### src/rtl/perm_ctrl_pkg.sv
// Shared opcode definitions and decode for the permutation join/fork controllers.
package perm_ctrl_pkg;

    localparam logic [3:0] OP_TO0   = 4'd1;
    localparam logic [3:0] OP_TO1   = 4'd5;
    localparam logic [3:0] OP_BCAST = 4'd7;

    typedef logic [1:0] perm_mask_t;

    typedef struct packed {
        logic       invalid;
        perm_mask_t mask;
    } op_dec_t;

    function automatic op_dec_t op_decode(input logic [3:0] k_ctrl);
        op_dec_t dec;
        dec.invalid = 1'b0;
        dec.mask    = 2'b00;
        case (k_ctrl)
            OP_TO0:   dec.mask = 2'b01;
            OP_TO1:   dec.mask = 2'b10;
            OP_BCAST: dec.mask = 2'b11;
            default:  dec.invalid = 1'b1;
        endcase
        return dec;
    endfunction

endpackage

### src/rtl/fork_done_flag.sv
// One fork branch: gates the downstream request and remembers that the branch has
// already taken the current token.
module fork_done_flag (
    input  logic clk,
    input  logic reset_n,
    input  logic tok_valid,
    input  logic sel,
    input  logic ack,
    input  logic fin,
    output logic req,
    output logic xfer,
    output logic done
);

    logic done_q;
    logic done_d;

    assign req  = tok_valid & sel & ~done_q;
    assign xfer = req & ack;
    assign done = done_q;

    // Retiring the token clears the flag, even when this branch took it in the same cycle.
    assign done_d = fin ? 1'b0 : (done_q | xfer);

    always_ff @(posedge clk or negedge reset_n) begin
        if (!reset_n) begin
            done_q <= 1'b0;
        end else begin
            done_q <= done_d;
        end
    end

endmodule

### src/rtl/operm_ctrl_1_2.sv
// Output-side permutation controller: eagerly forks one data token to branch 0, branch 1
// or both, as selected by the kernel token, and counts invalid opcodes.
module operm_ctrl_1_2
    import perm_ctrl_pkg::*;
#(
    parameter int CNT_W = 8
) (
    input  logic             clk,
    input  logic             reset_n,
    input  logic             t_dat_req,
    output logic             t_dat_ack,
    input  logic             t_kp_req,
    output logic             t_kp_ack,
    input  logic [3:0]       k_ctrl,
    output logic             i0_dat_req,
    input  logic             i0_dat_ack,
    output logic             i1_dat_req,
    input  logic             i1_dat_ack,
    output logic [CNT_W-1:0] err_cnt,
    output logic             busy
);

    op_dec_t          dec;
    logic             tok;
    logic             tokValid;
    logic             fin;
    logic             x0;
    logic             x1;
    logic             done0;
    logic             done1;
    logic             errInc;
    logic [CNT_W-1:0] err_q;
    logic [CNT_W-1:0] err_d;

    assign dec      = op_decode(k_ctrl);
    assign tok      = t_dat_req & t_kp_req;
    assign tokValid = tok & ~dec.invalid;

    fork_done_flag u_branch0 (
        .clk      (clk),
        .reset_n  (reset_n),
        .tok_valid(tokValid),
        .sel      (dec.mask[0]),
        .ack      (i0_dat_ack),
        .fin      (fin),
        .req      (i0_dat_req),
        .xfer     (x0),
        .done     (done0)
    );

    fork_done_flag u_branch1 (
        .clk      (clk),
        .reset_n  (reset_n),
        .tok_valid(tokValid),
        .sel      (dec.mask[1]),
        .ack      (i1_dat_ack),
        .fin      (fin),
        .req      (i1_dat_req),
        .xfer     (x1),
        .done     (done1)
    );

    // Token retires once every selected branch is either already done or taking it now.
    assign fin = tokValid
               & (~dec.mask[0] | done0 | x0)
               & (~dec.mask[1] | done1 | x1);

    assign t_dat_ack = fin;
    assign t_kp_ack  = fin | (dec.invalid & t_kp_req);
    assign busy      = done0 | done1;

    // An invalid kernel token is consumed on its own, so it is counted whenever presented.
    assign errInc = dec.invalid & t_kp_req;
    assign err_d  = (errInc && (err_q != {CNT_W{1'b1}})) ? err_q + 1'b1 : err_q;

    always_ff @(posedge clk or negedge reset_n) begin
        if (!reset_n) begin
            err_q <= '0;
        end else begin
            err_q <= err_d;
        end
    end

    assign err_cnt = err_q;

endmodule

### config.mk
export PLATFORM = sky130hd
export DESIGN_NAME = operm_ctrl_1_2
export DESIGN_NICKNAME = d
export VERILOG_FILES = /design/src/rtl/perm_ctrl_pkg.sv /design/src/rtl/fork_done_flag.sv /design/src/rtl/operm_ctrl_1_2.sv
export SDC_FILE = /design/constraint.sdc
export NUM_CORES = 1
export LEC_CHECK = 0
export CORE_ASPECT_RATIO = 1.75
export CORE_MARGIN = 1.5
export CORE_UTILIZATION = 25
export DETAILED_ROUTE_END_ITERATION = 10
export PLACE_DENSITY = 0.56
export SLEW_MARGIN = 10
export SYNTH_ARGS = -nofsm -noshare
export SYNTH_HDL_FRONTEND = slang
export SYNTH_HIERARCHICAL = 1
export SYNTH_SLANG_ARGS = --single-unit
### constraint.sdc
create_clock -name clk -period 2.55 [get_ports clk]
set_input_delay 0.51 -clock clk [delete_from_list [all_inputs] [get_ports clk]]
set_output_delay 0.51 -clock clk [all_outputs]
set_load 0.02 [all_outputs]
## After elaboration in Yosys (flattened, before gate mapping)

Index checks and enable logic that the tools add are counted.

- Bitwise logic cells: 23
- Divide/modulo/power cells: 0
- Shift operators: 0
- Muxes and demuxes: 4
- Add/subtract/negate cells: 1
- Order comparisons: 0
- Multipliers: 0
- Eq/ne operators: 4
- Reductions and logical operators: 2

Operators with widths:

| operator | count |
|---|---|
| AND 1 bit | 11 |
| adder 8 x 1 -> 8 bit (second input constant) | 1 |
| equality test 4 x 3 -> 1 bit (second input constant) | 2 |
| != test 8 bit (second input constant) | 1 |
| OR 1 bit | 8 |
| case mux 2 bit (3 select lines) | 1 |
| equality test 4 x 1 -> 1 bit (second input constant) | 1 |
| NOT 1 bit | 4 |
| two-way mux 1 bit | 3 |
| OR reduction 3 bit | 1 |
| logical AND 1 bit | 1 |

- Output and inout port bits: 13
- Latch bits: 0
- Bits of input ports: 10
- Flip-flop bits (word level): 10
- Bits in read-only memories: 0
- Logic and storage cells: 37
- Bits in writable memories: 0
- Memories kept: 0

## Depth between registers and ports, before layout

- Depth after elaboration: 10
- Gate-level depth with buffers: 8
- Gate-level depth less buffers: 8

## By module

Netlist, hierarchy kept.

Modules (own cells, without submodules):

| module | seq. area each (um^2) | area each (um^2) | cells an instance | instances |
|---|---|---|---|---|
| operm_ctrl_1_2 | 200.2 | 498.0 | 49 | 1 |
| fork_done_flag | 25.0 | 55.1 | 6 | 2 |

## Worst setup path before layout

OpenSTA, ideal clock, no wires.

- Path kind: input -> output
- From: input port k_ctrl[0]
- To: output port t_kp_ack
- Data arrival time: 1880 ps
- Stages: 8
- Buffers on the path: 0
- Path slack: 160 ps
- Cells stage by stage: nor2b_4 -> and4_1 -> nand2_1 -> nor3b_2 -> nor2_1 -> nand3_1 -> o311a_1 -> or2_1

- Elaborated cells on any way between the ends: 23

RTL lines:

| what | RTL line | RTL |
|---|---|---|
| start, declared | operm_ctrl_1_2.sv:14 | `input logic [3:0] k_ctrl,` |
| equality test 4 x 3 -> 1 bit or equality test 4 x 1 -> 1 bit (tied branches) | perm_ctrl_pkg.sv:19 | `case (k_ctrl)` |
| OR reduction 3 bit (no source line) * | - |  |
| AND 1 bit * | operm_ctrl_1_2.sv:37 | `assign tokValid = tok & ~dec.invalid;` |
| named net tokValid | operm_ctrl_1_2.sv:25 | `logic tokValid;` |
| AND 1 bit * (2 in a row) | fork_done_flag.sv:18 | `assign req = tok_valid & sel & ~done_q;` |
| AND 1 bit * | fork_done_flag.sv:19 | `assign xfer = req & ack;` |
| named net x1 | operm_ctrl_1_2.sv:28 | `logic x1;` |
| OR 1 bit * | operm_ctrl_1_2.sv:66 | `& (~dec.mask[1] \| done1 \| x1);` |
| AND 1 bit * | operm_ctrl_1_2.sv:66 |  |
| named net t_dat_ack | operm_ctrl_1_2.sv:11 | `output logic t_dat_ack,` |
| OR 1 bit * | operm_ctrl_1_2.sv:69 | `assign t_kp_ack = fin \| (dec.invalid & t_kp_req);` |
| end, declared | operm_ctrl_1_2.sv:13 | `output logic t_kp_ack,` |

The timed path passes the listed nets; every way through them passes the cells marked *.

## Worst setup path in the final report

- From: input port k_ctrl[3]
- To: output port t_kp_ack

- Elaborated cells on any way between the ends: 23

RTL lines:

| what | RTL line |
|---|---|
| equality test 4 x 3 -> 1 bit or equality test 4 x 1 -> 1 bit (tied branches) | perm_ctrl_pkg.sv:19 |
| OR reduction 3 bit (no source line) * | - |
| AND 1 bit * | operm_ctrl_1_2.sv:37 |
| named net tokValid | operm_ctrl_1_2.sv:25 |
| AND 1 bit * (2 in a row) | fork_done_flag.sv:18 |
| AND 1 bit * | fork_done_flag.sv:19 |
| named net x1 | operm_ctrl_1_2.sv:28 |
| OR 1 bit * | operm_ctrl_1_2.sv:66 |
| AND 1 bit * | operm_ctrl_1_2.sv:66 |
| OR 1 bit * | operm_ctrl_1_2.sv:69 |

Marks and branches as above.

==> impl_metrics.toml <==
[status]
status = "finished clean"

[sta]
setup_viol = 0
fin_tns_setup_ps = 0
drv_slew = 0
layout_worst_path_cycle_share = 0.959
hold_violations = 0
clock_skew_ps = 2.91
period_needed_ps = 2440
rsz0062_at_grt = "no"
worst_pin_slew_ps = 448
relSlewSlack = 0.701
fmax_ghz = 0.409

[grt]
grt_first_pass_wirelength_mm = 2.56
grt.busiest_layer = "met2"
use_met3 = 0.00974
use_met2 = 0.254
grt_use_total = 0.138
antenna_found_initial = 0
grt_pass1_vias = 615
grt_max_degree = 11
use_met1 = 0.138
overflow = 0

[power_and_ir_drop]
peakVddDrop_v = 0.000499
p_total_mw = 0.825
p_int_mw = 0.516
p_leak_nw = 0.492
power.density_nw_per_um2 = 820
pwr-share-clk = 0.190
seqPwrFrac = 0.363
switching_power_mw = 0.309
swShare = 0.375
power_frac_comb = 0.446

[worst_setup_path]
r2r_start = "err_cnt[0]$_DFFE_PN0P_"
startpoint_type = "primary input"
required_ps = 2040
crit_path_end = "t_kp_ack"
critPathLaunch = "k_ctrl[3]"
arrival_ps = 1930
r2r_slack_ps = 1000
worst-setup-path-type = "primary input to output port"
cp-end-kind = "output port"
ff2ff_path_depth = 5
r2r-end = "err_cnt[1]$_DFFE_PN0P_"
path_max_fanout = 3

[synthesis]
synth-main-ff-cell = "dfrtp_1"
synth_area_um2 = 608
syn_inst = 61
synth-seq-cells = 10
synth_xor_area_frac = 0.0288
synth_cell_type_count = 29
synth_top_family_by_area = "simple AND/OR/NAND/NOR gates"
synth-compound-area-share = 0.107
post-synth-top-count-cell = "dfrtp_1"
synth_adder_area_share = 0.0206
ys_warn_count = 6
synth_edf_count = 0
synthTopCellsByCount = "dfrtp_1, nor2_1, nand2_1"
synth.top_cell.area_share = 0.412
ys_seq_area_frac = 0.412
avgSynthCellArea_um2 = 9.97
yosys-top-cells-area = "dfrtp_1, nor3b_2, mux2_1"
synth_simple_gate_area_frac = 0.348
async_flop_share = 1.00
syn_nets = 72
yosysTopAreaCell = "dfrtp_1"
synth_mux_area_frac = 0.0720

[min_path]
hp-class = "register to register"
hp-start = "err_cnt[0]$_DFFE_PN0P_"
worstHoldPathCells = 1

[layout]
synthToLayoutAreaGrowth_pct = 65.4
seq_area_um2 = 250
fillers = 240
nets = 111
diodes = 0
final_layout_size_suffix_gt1_frac = 0.327
final_area_um2 = 1010
multiInputGateArea_um2 = 375

[floorplan]
start_util = 0.264
rows = 23
die_h_um = 68.2
die_w_um = 40.3
core_area_um2 = 2300
ioPinCount = 23
dieArea_um2 = 2750

[detailed_routing]
initialDrtViolationCount = 8
wl_per_cell_um = 12.6
vias = 619
final_antenna_net_count = 0
remaining_drc_errors = 0
dr.pass1.iters = 4
via_per_inst = 5.03
drt_wl_total_mm = 1.56

[clocking]
htreeDepth = 1
cts_made_buffers = 3
cts.path.max_buffers = 2
tritoncts = "yes"
clockRootBuffer = "clkbuf_8"
cts_sinks = 10
clk_pin_slew_ps = 40
insertion_delay_ps = 230

[placement]
portBuffers = 22
globalplace.congestion = 0.684
hpwl_mm = 1.24
placed_cell_area_um2 = 935

[job]
cap_violations = 0
worst min-delay path by stage:
stage | end | slack (ps)
detailed placement | err_cnt[5]$_DFFE_PN0P_ | 550
global placement | err_cnt[0]$_DFFE_PN0P_ | 530
finish | err_cnt[0]$_DFFE_PN0P_ | 550
floorplan | err_cnt[0]$_DFFE_PN0P_ | 210
global route | err_cnt[0]$_DFFE_PN0P_ | 570
CTS | err_cnt[0]$_DFFE_PN0P_ | 560
sequential cells by signal, indices dropped and copies added, names as in the netlist:
register        count
u_branch0/done      1
u_branch1/done      1
err_cnt             8
cell type report:
class / instances / share of cell area
multi-input cells: 49 / 0.373
clock buffers: 3 / 0.0410
inverters: 2 / 0.00746
flip-flops and latches: 10 / 0.249
repair buffers: 34 / 0.299
well taps: 25 / 0.0311
power by group through the flow:
stage | logic, mW | registers, mW | clock network [mW]
6_report | 0.368 | 0.300 | 0.157
5_1_grt | 0.400 | 0.314 | 0.170
4_1_cts | 0.371 | 0.303 | 0.163
3_5_place_dp | 0.367 | 0.303 | 0
3_3_place_gp | 0.363 | 0.304 | 0
2_1_floorplan | 0.124 | 0.354 | 0
through the flow:
stage               utilization  std cells  setup WS [ps]  hold slack (ps)
finish                    0.437        123            105              546
global route              0.437        123           11.3              567
CTS                       0.432        123           35.4              560
detailed placement        0.406        118           -695              549
global placement          0.406        118           -659              529
floorplan                     -         61            160              214
kinds of logic after synthesis:
family                   after synthesis
XOR/XNOR                               2
buffers and inverters                  2
AND/OR/NAND/NOR                       33
flip-flops                            10
AO/OA/AOI/OAI                          9
adder cells (fa/ha/maj)                1
multiplexers                           4
placed cells by master (no fill, tap or decap), types with 3 or more instances in the layout:
cell type	n
clkdlybuf4s50_1	13
nand3_1	4
clkbuf_8	3
dfrtp_1	10
nor2_1	6
nand2_1	3
and3_1	3
nand4_1	3
buf_6	3
dlygate4sd2_1	3
buf_4	10
worst max-delay path, stage by stage:
cell	delay, ps
clkdlybuf4s15_1	200
nor2b_4	140
and4_4	280
nand2_4	50
nor3b_2	150
nor2_1	70
nand3_1	80
o311a_1	200
or2_1	140
buf_6	120
timing repair:
item / CTS / global route
pin swaps: 7 / 6
setup buffers: 3 / 0
hold buffers: 0 / 0
cloned: 0 / 0
hold endpoints to repair: 0 / 0
gates resized for setup: 22 / 10
endpoints found under the setup margin: 4 / 1
metal layers:
layer,vias up,wire length (um)
met5,-,0
li1,297,-
met4,0,44
met3,5,89
met1,297,558
met2,20,862
(Power assumes the default switching activity.)
